$ cat src/rtl/regfile_write_arbiter.sv
// -----------------------------------------------------------------------------
// regfile_write_arbiter
//
// Purpose:
//   Shares the register file's single write port between the ALU writeback and
//   the load (memory) writeback. Requests are arbitrated round-robin and the
//   winner is written through a one-cycle registered write stage (WE/AWR/DataIn).
//   Writes to register 0 are accepted but never reach the register file.
//   Bypass-hit flags tell decode when a read address matches the write in flight.
//   Saturating commit counters are kept for debug visibility.
//
// Ports:
//   clk, rst              clock, synchronous active-high reset
//   hold                  blocks all grants for the current cycle
//   alu_valid/addr/data   ALU writeback request      -> alu_ready
//   mem_valid/addr/data   load writeback request     -> mem_ready
//   WE, AWR, DataIn       registered register-file write port
//   rd_addr1, rd_addr2    decode read addresses      -> byp_hit1, byp_hit2
//   alu_cnt, mem_cnt      committed (non-zero-address) writes per requester
//   zero_cnt              accepted writes to register 0 (dropped)
//
// Handshake: a request is accepted in the cycle where valid and ready are both
//   1. ready is combinational from both valids, hold, rst and the round-robin
//   pointer; it never depends on the requester's own ready. A source whose
//   request is not accepted must hold addr/data stable; nothing is buffered here.
// -----------------------------------------------------------------------------
module regfile_write_arbiter #(
   parameter int S_AD   = 5,
   parameter int S_DATA = 32,
   parameter int CNT_W  = 16
) (
   input  logic              clk,
   input  logic              rst,
   input  logic              hold,
   input  logic              alu_valid,
   input  logic [S_AD-1:0]   alu_addr,
   input  logic [S_DATA-1:0] alu_data,
   output logic              alu_ready,
   input  logic              mem_valid,
   input  logic [S_AD-1:0]   mem_addr,
   input  logic [S_DATA-1:0] mem_data,
   output logic              mem_ready,
   output logic              WE,
   output logic [S_AD-1:0]   AWR,
   output logic [S_DATA-1:0] DataIn,
   input  logic [S_AD-1:0]   rd_addr1,
   input  logic [S_AD-1:0]   rd_addr2,
   output logic              byp_hit1,
   output logic              byp_hit2,
   output logic [CNT_W-1:0]  alu_cnt,
   output logic [CNT_W-1:0]  mem_cnt,
   output logic [CNT_W-1:0]  zero_cnt
);

   // Round-robin pointer: remembers who won the most recent grant.
   typedef enum logic {
      GRANT_ALU = 1'b0,
      GRANT_MEM = 1'b1
   } grant_t;

   grant_t            last_grant;
   grant_t            last_grant_next;
   logic              grant_alu;
   logic              grant_mem;
   logic              accept;
   logic [S_AD-1:0]   sel_addr;
   logic [S_DATA-1:0] sel_data;
   logic              sel_zero;

   function automatic logic [CNT_W-1:0] sat_inc(input logic [CNT_W-1:0] c);
      if (c == {CNT_W{1'b1}}) begin
         return c;
      end
      return c + {{(CNT_W-1){1'b0}}, 1'b1};
   endfunction

   // Grant / next-pointer logic. rst and hold both suppress every grant, so the
   // pointer only moves on a real acceptance.
   always_comb begin
      grant_alu       = 1'b0;
      grant_mem       = 1'b0;
      last_grant_next = last_grant;
      if (!rst && !hold) begin
         if (alu_valid && mem_valid) begin
            if (last_grant == GRANT_MEM) begin
               grant_alu = 1'b1;
            end else begin
               grant_mem = 1'b1;
            end
         end else if (alu_valid) begin
            grant_alu = 1'b1;
         end else if (mem_valid) begin
            grant_mem = 1'b1;
         end
      end
      if (grant_alu) begin
         last_grant_next = GRANT_ALU;
      end else if (grant_mem) begin
         last_grant_next = GRANT_MEM;
      end
   end

   assign alu_ready = grant_alu;
   assign mem_ready = grant_mem;
   assign accept    = grant_alu | grant_mem;
   assign sel_addr  = grant_alu ? alu_addr : mem_addr;
   assign sel_data  = grant_alu ? alu_data : mem_data;
   assign sel_zero  = (sel_addr == '0);

   // Pointer register.
   always_ff @(posedge clk) begin
      if (rst) begin
         last_grant <= GRANT_MEM;
      end else begin
         last_grant <= last_grant_next;
      end
   end

   // Registered write stage and commit counters. A register-0 write still loads
   // AWR/DataIn so the port reflects the last accepted request, but WE stays low.
   always_ff @(posedge clk) begin
      if (rst) begin
         WE       <= 1'b0;
         AWR      <= '0;
         DataIn   <= '0;
         alu_cnt  <= '0;
         mem_cnt  <= '0;
         zero_cnt <= '0;
      end else begin
         WE <= accept && !sel_zero;
         if (accept) begin
            AWR    <= sel_addr;
            DataIn <= sel_data;
         end
         if (accept && sel_zero) begin
            zero_cnt <= sat_inc(zero_cnt);
         end
         if (grant_alu && !sel_zero) begin
            alu_cnt <= sat_inc(alu_cnt);
         end
         if (grant_mem && !sel_zero) begin
            mem_cnt <= sat_inc(mem_cnt);
         end
      end
   end

   // Bypass: register 0 is never forwarded since it is never written.
   assign byp_hit1 = WE && (rd_addr1 == AWR) && (rd_addr1 != '0);
   assign byp_hit2 = WE && (rd_addr2 == AWR) && (rd_addr2 != '0);

endmodule

$ cat config.mk
export PLATFORM = sky130hd
export DESIGN_NAME = regfile_write_arbiter
export DESIGN_NICKNAME = d
export VERILOG_FILES = /design/src/rtl/regfile_write_arbiter.sv
export SDC_FILE = /design/constraint.sdc
export NUM_CORES = 1
export LEC_CHECK = 0
export CORE_AREA = 2 2 134 136
export DETAILED_ROUTE_END_ITERATION = 10
export DIE_AREA = 0 0 136 138
export GPL_ROUTABILITY_DRIVEN = 0
export PLACE_DENSITY = 0.57
export SLEW_MARGIN = 5
export SYNTH_ARGS = -nofsm -noshare
export SYNTH_HDL_FRONTEND = slang
export SYNTH_SLANG_ARGS = --single-unit
$ cat constraint.sdc
create_clock -name clk -period 2.6 [get_ports clk]
set_input_delay 0.52 -clock clk [delete_from_list [all_inputs] [get_ports clk]]
set_output_delay 0.52 -clock clk [all_outputs]
set_load 0.01 [all_outputs]
==> flow_summary.yaml <==
power:
  power_mw: 3.07
  p_per_area_nw_per_um2: 455
  leakage_nw: 2.44
  peakVddDrop_mv: 0.303
finish:
  fin_area_um2: 6760
  nets: 775
  syn2layout_area_growth_pct: 58.5
  diodes: 0
  nFillCells: 1800
  drive_above_1_share_pct: 9.30
global_routing:
  gr-usage-all-layers_pct: 13.9
  grt_pass1_wl_mm: 20.8
  grt_max_degree: 61
  grt_pass1_vias: 4208
  grt_overflow_total: 0
  grt_antenna_before_repair: 0
timing:
  max_freq_mhz: 398
  hold_violations: 0
  finalSetupViolations: 0
  rsz0062_at_grt: "false"
  tightest_slew_ps: 613
  fin_crit_sh_pct: 96.7
  finalMaxSlewViolations: 0
  slew_headroom_pct: 59.1
  fin_skew_ps: 7.62
  hold_ws_ps: 488
  setup_tns_ps: 0
  fin_crit_ps: 2510
worst_setup_path:
  path_common_cell: "clkdlybuf4s50_1"
  ff2ff_path_depth: 8
  critPathMaxFanout: 3
  critPathTopFamily: "buffers and inverters"
  worst-path-buf-inv: 2
  crit_required_ps: 2080
  crit_chain: "clkdlybuf4s50_1 -> a211oi_2 -> and2_4 -> clkdlybuf4s50_1"
  cp-end-kind: "output port"
  slowest_stage: "clkdlybuf4s50_1"
  worstSetupPathDepth: 4
  critPathKind: "input pin to output port"
  cp.arrival_ps: 1990
  max_stage_delay_ps: 530
  start_kind: "input pin"
synth:
  synthFlopType: "dfxtp_1"
  synth_common_cells: "dfxtp_1 (87), nor2_1 (45), o21ai_0 (43), nand2_1 (37), mux2i_1 (35)"
  syn_inst: 491
  synth.largest_area_cell: "dfxtp_1"
  syn_nets: 583
  synth_area_leaders: "dfxtp_1 (41%), mux2i_1 (8.2%), o21ai_0 (5.0%)"
  ys_warn_count: 0
  syn_avg_cell_area_um2: 8.68
  ys_ff_latch: 87
  synth_edf_count: 0
  synth_top_area_share_pct: 40.9
  yosysSeqAreaShare_pct: 40.9
  yosys.cell_count.top_type: "dfxtp_1"
  synthArstFlopShare_pct: 0
  yosysUniqueCellTypes: 47
  netlist_area_um2: 4260
floorplanning:
  core_um2: 17500
  die_x_um: 136
  io_pins: 179
  rows: 49
  die_area_um2: 18800
  start_util_pct: 24.3
  die-height_um: 138
drt:
  drt_first_iter_violations: 197
  wl_per_cell_um: 14.2
  drc: 0
  via_per_inst: 4.75
  via_count: 4353
  drt_wl_total_mm: 13.0
  final_antenna_net_count: 0
  drtPass1Iterations: 4
clock_network:
  clock_latency_ps: 350
  cts_tree: "done"
  clock_sinks: 87
  numCtsBuffers: 9
  h-tree-depth: 3
  cts_buffer_depth: 2
  cts.hold.buffers_added: 0
  clkTransAtPathRegs_ps: 60
  root_buffer: "clkbuf_16"
worst_hold_path:
  hold_class: "register to register"
  holdPathStages: 2
place:
  place_hpwl_mm: 9.95
  port_buffers: 178
  postPlaceCellArea_um2: 6450
status:
  outcome: "finished clean"
job:
  maxCapViolCount: 0
[metrics by stage]
stage / setup slack (ps) / cells / util, %
5_1_grt: 6.49 / 917 / 38.5
3_3_place_gp: -256 / 900 / 36.8
2_1_floorplan: 290 / 491 / -
3_5_place_dp: -299 / 900 / 36.8
6_report: 85.0 / 917 / 38.5
4_1_cts: 11.5 / 916 / 38.4
[path summary, 6_finish.rpt]
kind          startpoint           to  slack [ps]
max            alu_valid    mem_ready          90
min reg2reg    DataIn[9]    DataIn[9]         490
min            DataIn[9]    DataIn[9]         490
max reg2reg  zero_cnt[0]  zero_cnt[7]         400
[worst min-delay path, cell delays in order, from the launching register on]
cell and delay [ps]:
dfxtp_1 320, nand3b_1 70, o21ai_0 60
[cell families after synthesis]
family	share of synthesized area, %
and+or+nand+nor	26.1
AOI/OAI and AO/OA	14.4
DFF	40.9
muxes	9.54
buffers and inverters	3.23
xor gates and xnor gates	4.93
adders and majority gates	0.881
[registers in the layout, indices dropped and copies added, names as in the netlist]
register and cells:
mem_cnt 16, last_grant 1, zero_cnt 16, AWR 5, alu_cnt 16, WE 1
DataIn 32
[layout by cell type, fill, tap and decap left out, types with 15 or more instances in the layout]
cell / synthesis / routed
or3_1: 17 / 17
dfxtp_1: 87 / 87
clkdlybuf4s50_1: 0 / 174
a21oi_1: 23 / 23
nor2_1: 45 / 45
nand3_1: 16 / 15
nand2_1: 37 / 37
buf_4: 0 / 27
nand3b_1: 25 / 25
mux2i_1: 35 / 35
o21ai_0: 43 / 43
xnor2_1: 15 / 15
nor4_1: 15 / 15
[repair_timing]
action | 4_1_cts | 5_1_grt
buffers inserted | 0 | 1
gates resized for setup | 4 | 4
pin swaps | 0 | 2
endpoints found under the setup margin | 4 | 11
[area by class of cell]
type                    instances  area [um^2]  area share [%]
clock buffers                   9          225            3.33
clock inverters                 7         47.5           0.704
inverters                       9         33.8           0.500
multi-input cells             370         2420            35.9
flip-flops and latches         87         1740            25.8
well taps                     229          287            4.24
repair buffers                206         2000            29.5
[report_power, final]
| part | internal, mW | switching, mW | total (mW) |
|---|---|---|---|
| Sequential | 1.38 | 0.0323 | 1.41 |
| Clock | 0.647 | 0.565 | 1.21 |
| Combinational | 0.273 | 0.176 | 0.449 |
[metal layers]
metal | wire length, um | global-route usage, % | up-vias | share of wire, %
li1 | - | - | 2174 | -
met1 | 5220 | 15.4 | 2038 | 40
met2 | 6740 | 24.8 | 126 | 52
met3 | 803 | 4.51 | 15 | 6.2
met4 | 222 | 4.93 | 0 | 1.7
met5 | 0 | 0 | - | 0
Power figures use the tool's default switching activity.
